`config.mk`:
```
export PLATFORM = sky130hd
export DESIGN_NAME = dmem_arbiter_flat
export DESIGN_NICKNAME = d
export VERILOG_FILES = /design/src/rtl/dmem_arbiter_if.sv /design/src/rtl/dmem_arbiter.sv /design/src/flat_wrapper.sv
export SDC_FILE = /design/constraint.sdc
export NUM_CORES = 1
export LEC_CHECK = 0
export BUFFER_PORTS_ARGS = -buffer_cell sky130_fd_sc_hd__buf_2
export CORE_MARGIN = 10
export CORE_UTILIZATION = 44
export CTS_CLUSTER_SIZE = 30
export DETAILED_ROUTE_END_ITERATION = 8
export PLACE_DENSITY_LB_ADDON = 0.1
export SLEW_MARGIN = 5
export SYNTH_ARGS = -nofsm -noshare
export SYNTH_HDL_FRONTEND = slang
export SYNTH_SLANG_ARGS = --single-unit
```
`constraint.sdc`:
```
create_clock -name clk -period 2.2 [get_ports clk]
set_input_delay 0.55 -clock clk [delete_from_list [all_inputs] [get_ports clk]]
set_output_delay 0.55 -clock clk [all_outputs]
set_load 0.05 [all_outputs]
```
`src/rtl/dmem_arbiter_if.sv`:
```
// rtl/dmem_arbiter_if.sv - two-requester request/response bundle for the data memory arbiter
interface dmem_arbiter_if;
    logic        req0;
    logic        req1;
    logic        we0;
    logic        we1;
    logic [31:0] addr0;
    logic [31:0] addr1;
    logic [31:0] wdata0;
    logic [31:0] wdata1;
    logic        ready0;
    logic        ready1;
    logic        err0;
    logic        err1;
    logic [31:0] rdata0;
    logic [31:0] rdata1;

    modport slave (
        input  req0, req1, we0, we1, addr0, addr1, wdata0, wdata1,
        output ready0, ready1, err0, err1, rdata0, rdata1
    );

    modport master (
        output req0, req1, we0, we1, addr0, addr1, wdata0, wdata1,
        input  ready0, ready1, err0, err1, rdata0, rdata1
    );
endinterface

```
`src/rtl/dmem_arbiter.sv`:
```
// rtl/dmem_arbiter.sv - two-way arbiter and access sequencer for the single-port data memory
module dmem_arbiter #(
    parameter int ADDR_WORDS = 256,
    parameter bit FIXED_PRIO = 1'b0
) (
    input  logic          clk,
    input  logic          reset,
    dmem_arbiter_if.slave bus,
    output logic          busy,
    output logic          MemRead,
    output logic          MemWrite,
    output logic [31:0]   address,
    output logic [31:0]   write_data,
    input  logic [31:0]   read_data
);
    localparam logic [1:0] S_IDLE   = 2'd0;
    localparam logic [1:0] S_ACCESS = 2'd1;
    localparam logic [1:0] S_DONE   = 2'd2;

    logic [1:0]  state;
    logic        last_grant;
    logic        gnt;
    logic        gnt_we;
    logic        sel;
    logic        sel_we;
    logic [31:0] sel_addr;
    logic [31:0] sel_wdata;
    logic        addr_ok;

    // On a tie the requester that did not win last time goes first.
    always_comb begin
        if (bus.req0 && bus.req1) begin
            sel = FIXED_PRIO ? 1'b0 : ~last_grant;
        end else begin
            sel = bus.req1;
        end
        sel_we    = sel ? bus.we1    : bus.we0;
        sel_addr  = sel ? bus.addr1  : bus.addr0;
        sel_wdata = sel ? bus.wdata1 : bus.wdata0;
        addr_ok   = (sel_addr[1:0] == 2'b00) &&
                    ({2'b00, sel_addr[31:2]} < 32'(ADDR_WORDS));
    end

    always_ff @(posedge clk) begin
        if (reset) begin
            state      <= S_IDLE;
            last_grant <= 1'b1;
            gnt        <= 1'b0;
            gnt_we     <= 1'b0;
            busy       <= 1'b0;
            MemRead    <= 1'b0;
            MemWrite   <= 1'b0;
            address    <= 32'd0;
            write_data <= 32'd0;
            bus.ready0 <= 1'b0;
            bus.ready1 <= 1'b0;
            bus.err0   <= 1'b0;
            bus.err1   <= 1'b0;
            bus.rdata0 <= 32'd0;
            bus.rdata1 <= 32'd0;
        end else begin
            case (state)
                S_IDLE: begin
                    if (bus.req0 || bus.req1) begin
                        gnt        <= sel;
                        gnt_we     <= sel_we;
                        last_grant <= sel;
                        busy       <= 1'b1;
                        if (addr_ok) begin
                            state      <= S_ACCESS;
                            address    <= {2'b00, sel_addr[31:2]};
                            write_data <= sel_wdata;
                            MemRead    <= ~sel_we;
                            MemWrite   <= sel_we;
                        end else begin
                            // Rejected: complete immediately without touching memory.
                            state <= S_DONE;
                            if (sel) begin
                                bus.ready1 <= 1'b1;
                                bus.err1   <= 1'b1;
                                bus.rdata1 <= 32'd0;
                            end else begin
                                bus.ready0 <= 1'b1;
                                bus.err0   <= 1'b1;
                                bus.rdata0 <= 32'd0;
                            end
                        end
                    end
                end
                S_ACCESS: begin
                    MemRead  <= 1'b0;
                    MemWrite <= 1'b0;
                    state    <= S_DONE;
                    if (gnt) begin
                        bus.ready1 <= 1'b1;
                        if (!gnt_we) bus.rdata1 <= read_data;
                    end else begin
                        bus.ready0 <= 1'b1;
                        if (!gnt_we) bus.rdata0 <= read_data;
                    end
                end
                S_DONE: begin
                    bus.ready0 <= 1'b0;
                    bus.ready1 <= 1'b0;
                    bus.err0   <= 1'b0;
                    bus.err1   <= 1'b0;
                    busy       <= 1'b0;
                    state      <= S_IDLE;
                end
                default: begin
                    busy  <= 1'b0;
                    state <= S_IDLE;
                end
            endcase
        end
    end
endmodule

```
`src/flat_wrapper.sv`:
```
// flat-port wrapper written by rule: the top's interface ports become plain ports
module dmem_arbiter_flat 
#(
    parameter int ADDR_WORDS = 256,
    parameter bit FIXED_PRIO = 1'b0
)
  (clk, reset, busy, MemRead, MemWrite, address, write_data, read_data, bus_req0, bus_req1, bus_we0, bus_we1, bus_addr0, bus_addr1, bus_wdata0, bus_wdata1, bus_ready0, bus_ready1, bus_err0, bus_err1, bus_rdata0, bus_rdata1);
  dmem_arbiter_if bus_i ();
  input  logic clk;
  input  logic reset;
  output logic busy;
  output logic MemRead;
  output logic MemWrite;
  output logic [31:0] address;
  output logic [31:0] write_data;
  input  logic [31:0] read_data;
  input wire logic [$bits(bus_i.req0)-1:0] bus_req0;
  input wire logic [$bits(bus_i.req1)-1:0] bus_req1;
  input wire logic [$bits(bus_i.we0)-1:0] bus_we0;
  input wire logic [$bits(bus_i.we1)-1:0] bus_we1;
  input wire logic [$bits(bus_i.addr0)-1:0] bus_addr0;
  input wire logic [$bits(bus_i.addr1)-1:0] bus_addr1;
  input wire logic [$bits(bus_i.wdata0)-1:0] bus_wdata0;
  input wire logic [$bits(bus_i.wdata1)-1:0] bus_wdata1;
  output wire logic [$bits(bus_i.ready0)-1:0] bus_ready0;
  output wire logic [$bits(bus_i.ready1)-1:0] bus_ready1;
  output wire logic [$bits(bus_i.err0)-1:0] bus_err0;
  output wire logic [$bits(bus_i.err1)-1:0] bus_err1;
  output wire logic [$bits(bus_i.rdata0)-1:0] bus_rdata0;
  output wire logic [$bits(bus_i.rdata1)-1:0] bus_rdata1;
  assign bus_i.req0 = bus_req0;
  assign bus_i.req1 = bus_req1;
  assign bus_i.we0 = bus_we0;
  assign bus_i.we1 = bus_we1;
  assign bus_i.addr0 = bus_addr0;
  assign bus_i.addr1 = bus_addr1;
  assign bus_i.wdata0 = bus_wdata0;
  assign bus_i.wdata1 = bus_wdata1;
  assign bus_ready0 = bus_i.ready0;
  assign bus_ready1 = bus_i.ready1;
  assign bus_err0 = bus_i.err0;
  assign bus_err1 = bus_i.err1;
  assign bus_rdata0 = bus_i.rdata0;
  assign bus_rdata1 = bus_i.rdata1;
  dmem_arbiter #(.ADDR_WORDS(ADDR_WORDS), .FIXED_PRIO(FIXED_PRIO)) u_core (.clk(clk), .reset(reset), .bus(bus_i), .busy(busy), .MemRead(MemRead), .MemWrite(MemWrite), .address(address), .write_data(write_data), .read_data(read_data));
endmodule
```
---- After elaboration in Yosys (flattened, before gate mapping) ----
Index checks and enable logic that the tools add are counted.
word-level totals
  input bits .............................. 166
  memories ................................ 0
  latch bits .............................. 0
  register bits ........................... 138
  logic and storage cells ................. 85
  bits in writable memories ............... 0
  output and inout bits ................... 135
  memory bits (read-only) ................. 0
operators by class
  muxes and demuxes ....................... 38
  div/mod/pow operators ................... 0
  shift operators ......................... 0
  equal/unequal tests ..................... 10
  add/sub/neg operators ................... 0
  reductions and logical operators ........ 18
  bitwise operators ....................... 3
  $lt $le $gt $ge ......................... 1
  multiply operators ...................... 0
operators with widths
  cell                                                   number
  two-way mux 32 bit                                     11
  case mux 32 bit (2 select lines)                       2
  < comparator 30 x 9 -> 1 bit, second input constant    1
  two-way mux 1 bit                                      15
  AND reduction 6 bit                                    2
  case mux 1 bit (2 select lines)                        5
  AND reduction 5 bit                                    2
  inequality test 2 x 1 -> 1 bit, second input constant  4
  inequality test 2 bit, second input constant           4
  AND reduction 4 bit                                    2
  case mux 1 bit (3 select lines)                        2
  AND reduction 3 bit                                    2
  logical NOT 2 bit                                      2
  two-way mux 2 bit                                      2
  case mux 2 bit (2 select lines)                        1
  AND reduction 2 bit                                    2
  nonzero test 2 bit                                     2
  NOT 1 bit                                              3
  nonzero test 3 bit                                     1
  == test 2 x 1 -> 1 bit, second input constant          1
  == test 2 bit, second input constant                   1
  logical AND 1 bit                                      2
  logical OR 1 bit                                       1

---- Longest topological paths before layout ----
  depth in word-level cells ............... 8
  gate-level depth with buffers ........... 8
  depth with buffers taken out ............ 5

---- Worst setup path after synthesis ----
OpenSTA, ideal clock, no wires.
  path kind ............................... input-to-reg
  start point ............................. input port bus_addr1[23]
  end point ............................... register u_core.address[2]
  arrival time ............................ 1.838 ns
  setup time .............................. 0.134 ns
  path slack .............................. 0.228 ns
  stages on the path ...................... 7
  required time ........................... 2.066 ns
  path through ............................ nor4_1 -> nand4_1 -> o22ai_4 -> and2_1 -> buf_2 -> buf_2 -> a211oi_1
between the ends
  longest elaborated chain between the ends .. 4
ends and longest elaborated chain
  what                           RTL line            text
  start: declaration             flat_wrapper.sv:22  input wire logic [$bits(bus_i.addr1)-1:0] bus_addr1;
  two-way mux 32 bit             dmem_arbiter.sv:38  sel_addr = sel ? bus.addr1 : bus.addr0;
  < comparator 30 x 9 -> 1 bit   dmem_arbiter.sv:41  ({2'b00, sel_addr[31:2]} < 32'(ADDR_WORDS));
  logical AND 1 bit              dmem_arbiter.sv:40  addr_ok = (sel_addr[1:0] == 2'b00) &&
  AND reduction 3 bit (no line)  -
  end signal: assignment         dmem_arbiter.sv:71  address <= {2'b00, sel_addr[31:2]};
  end: declaration               dmem_arbiter.sv:12  output logic [31:0] address,
No other way between the ends.
A chain may end at the register's enable or synchronous reset.

---- Final worst setup path ----
  start point ............................. input port bus_addr1[23]
  end point ............................... register u_core.write_data[18]
between the ends
  longest elaborated chain between the ends .. 4
ends and longest elaborated chain
  what                           RTL line            text
  two-way mux 32 bit             dmem_arbiter.sv:38
  < comparator 30 x 9 -> 1 bit   dmem_arbiter.sv:41
  logical AND 1 bit              dmem_arbiter.sv:40
  AND reduction 3 bit (no line)  -
  end signal: assignment         dmem_arbiter.sv:72  write_data <= sel_wdata;
  end: declaration               dmem_arbiter.sv:13  output logic [31:0] write_data,
No other way between the ends.

==> results.yml <==
clock_network:
  clkSlewWorstSetupHoldPaths_ns: 0.06
  numCtsBuffers: 17
  cts_hold_buffers: 0
  clock_latency_ns: 0.41
  h-tree-depth: 4
  cts.root.buffer_cell: "clkbuf_16"
  cts_tree: "built"
  clock_sinks: 138
  cts_resized: 0
  cts_max_path_buffers: 2
  cts_setup_buffers: 0
routing:
  via_count: 5028
  wl_per_cell_um: 18.2
  wl_um: 18000
  drtAntennaViolNets: 0
  drc: 0
  first_pass_iters: 6
  drtIter0Drc: 268
  via_per_inst: 5.09
setup_path:
  cp_common_cell: "buf_4"
  setup.worst_path.start_class: "input port"
  critical_path_required_ns: 2.52
  cp_slowest_cell: "nor4_1"
  worstPathCellList: "buf_2, nor4_1, buf_4, nand4_1, buf_4, o22ai_4, buf_4, a21oi_1, a211oi_1"
  cp_top_family: "buffers and inverters"
  cp_max_fo: 17
  r2r-end: "u_core.bus.rdata0[6]"
  rr_worst_depth: 6
  cpPeakStageDelay_ns: 0.30
  end_kind: "flop"
  r2r-start: "u_core.last_grant"
  worst-path-buf-inv: 4
  rrSetupSlack_ns: 0.43
  worstSetupPathType: "input port to flop"
  arrival_ns: 2.17
synth:
  ys_types: 36
  syn_inst: 528
  ys_ff_latch: 138
  synthesis.area_um2: 5320
  avgSynthCellArea_um2: 10.1
  netlist_top_cells_area: "dfxtp_1 (52%), mux2i_1 (14%), a211oi_1 (5.9%), a22o_1 (5.6%), nand2_1 (4.7%)"
  yosysWarnings: 0
  yosysTopAreaCellShare_pct: 51.9
  yosys.area.top_type: "dfxtp_1"
  yosysSeqAreaShare_pct: 51.9
floorplan:
  start_util_pct: 44.7
  die_y_um: 130
  boundaryPins: 301
  die_area_um2: 16900
  rows: 40
  fp.dieW_um: 130
  coreArea_um2: 11900
cells_and_area:
  fin_nets: 993
  drive_above_1_share_pct: 43.5
  syn2layout_area_growth_pct: 43.4
  finish.utilization_pct: 64.1
  n_fill_cell: 1016
  fin_cells: 988
  final_common_cell: "buf_2"
  register_area_um2: 2760
  final_cell_mix: "buf_2 (298), dfxtp_1 (138), mux2i_1 (73), nand2_1 (67), a21oi_1 (48)"
  multiInputGateArea_um2: 2370
placement:
  dp.cells: 955
  io_buffers: 298
  globalplace.congestion: 0.887
  dp_hpwl_um: 14100
sta:
  setup-violations-final: 0
  hold_viol_final: 0
  drv_slew: 0
  fin_skew_ns: 0.00542
  rsz0062_at_grt: "false"
  min_period_over_period_pct: 83.9
  fin_crit_ns: 1.85
  max_freq_ghz: 0.542
job:
  cap_viol_max_count: 0
power:
  leakagePower_uw: 0.00363
  p_per_area_nw_per_um2: 745
  vdd_ir_drop_max_uv: 392
global_routing:
  grtUsageTotal_pct: 21.2
  grt_overflow: 0
  antenna_found_initial: 1
  grt_max_degree: 34
  grt_pass1_vias: 5433
  grt_pass1_wl_um: 28400
hold_path:
  hold_end: "u_core.bus.rdata1[9]"
  hold_start: "read_data[9]"
  holdPathStages: 2
  hp-class: "input port to flop"
outcome:
  status: "complete, no violations"
-- worst max path at each step --
stage	startpoint	endpoint	cells past startpoint
3_3_place_gp	bus_addr1[23]	u_core.write_data[3]	9
6_report	bus_addr1[23]	u_core.write_data[18]	9
2_1_floorplan	bus_addr1[23]	u_core.address[2]	7
5_1_grt	bus_addr1[23]	u_core.write_data[18]	9
4_1_cts	bus_addr1[23]	u_core.bus.rdata0[6]	9
3_5_place_dp	bus_addr1[23]	u_core.write_data[3]	9
-- worst register-to-register path, cell delays in order, from the launching register on --
cell and delay, ns:
dfxtp_1 0.40, nor2b_1 0.09, nor3b_1 0.34, a21oi_1 0.13, nor3_4 0.22, buf_12 0.25, mux2i_1 0.27
-- final cells by class --
type | instances | area share, %
multi-input cells | 341 | 31.1
clock buffers | 19 | 5.67
flip-flops and latches | 138 | 36.2
clock inverters | 13 | 1.59
inverters | 5 | 0.246
repair buffers | 324 | 22.8
well taps | 147 | 2.41
diodes | 1 | 0.0328
-- logic make-up after synthesis --
group                  count (synthesis)  share of synthesized area, %
flip-flops                           138                          51.9
buffers and inverters                 50                          4.26
AO/OA/AOI/OAI                        136                          17.9
multiplexers                          73                          13.7
other                                  1                        0.0705
AND/OR/NAND/NOR                      130                          12.1
-- metrics by stage --
stage               TNS (ns)  instance area [um2]  hold WS [ns]  setup WS [ns]  total power, uW
floorplan                  0                 5320         0.478          0.228             2840
global placement     -0.0739                 7070         0.436        -0.0133             3090
detailed placement     -1.70                 7070         0.437        -0.0427             3100
CTS                        0                 7630         0.338          0.390             5750
global route               0                 7630         0.343          0.166             5930
finish                     0                 7630         0.357          0.354             5690
-- state kept, by name, summed over array words and instances (netlist names), 2 cells and up --
signal and flops:
u_core.write_data 32, u_core.bus.rdata1 32, u_core.state 2, u_core.address 30
u_core.bus.rdata0 32
-- cell usage after synthesis, drive strengths merged --
| cell type | n |
|---|---|
| and3 | 1 |
| clkbuf | 22 |
| o22ai | 2 |
| nor4 | 9 |
| nand3b | 1 |
| a31oi | 1 |
| o21ai | 3 |
| conb | 1 |
| nor3b | 1 |
| inv | 5 |
| mux2i | 73 |
| a221o | 1 |
| nor2b | 2 |
| nand3 | 1 |
| nand4 | 3 |
| buf | 23 |
| o21a | 2 |
| o221ai | 1 |
| nor2 | 12 |
| nand4b | 1 |
| dfxtp | 138 |
| a211oi | 43 |
| nand2 | 67 |
| a21oi | 48 |
| nand2b | 1 |
| nor3 | 8 |
| and2 | 23 |
| a22o | 34 |
| a21boi | 1 |
-- layer usage --
layer	track usage, %	vias to the layer above	share of wire (%)
li1	-	2495	-
met1	24.1	2324	40
met2	35.7	187	49
met3	7.91	22	8.4
met4	8.00	0	1.7
met5	0	-	0
-- power breakdown --
part | internal (uW) | leakage (uW) | switching, uW | total, uW
Combinational | 233 | 0.00225 | 282 | 515
Sequential | 2510 | 0.00111 | 13.3 | 2530
Clock | 1560 | 0.000268 | 1090 | 2650
Total | 4310 | 0.00363 | 1380 | 5690
Power figures use the tool's default switching activity.
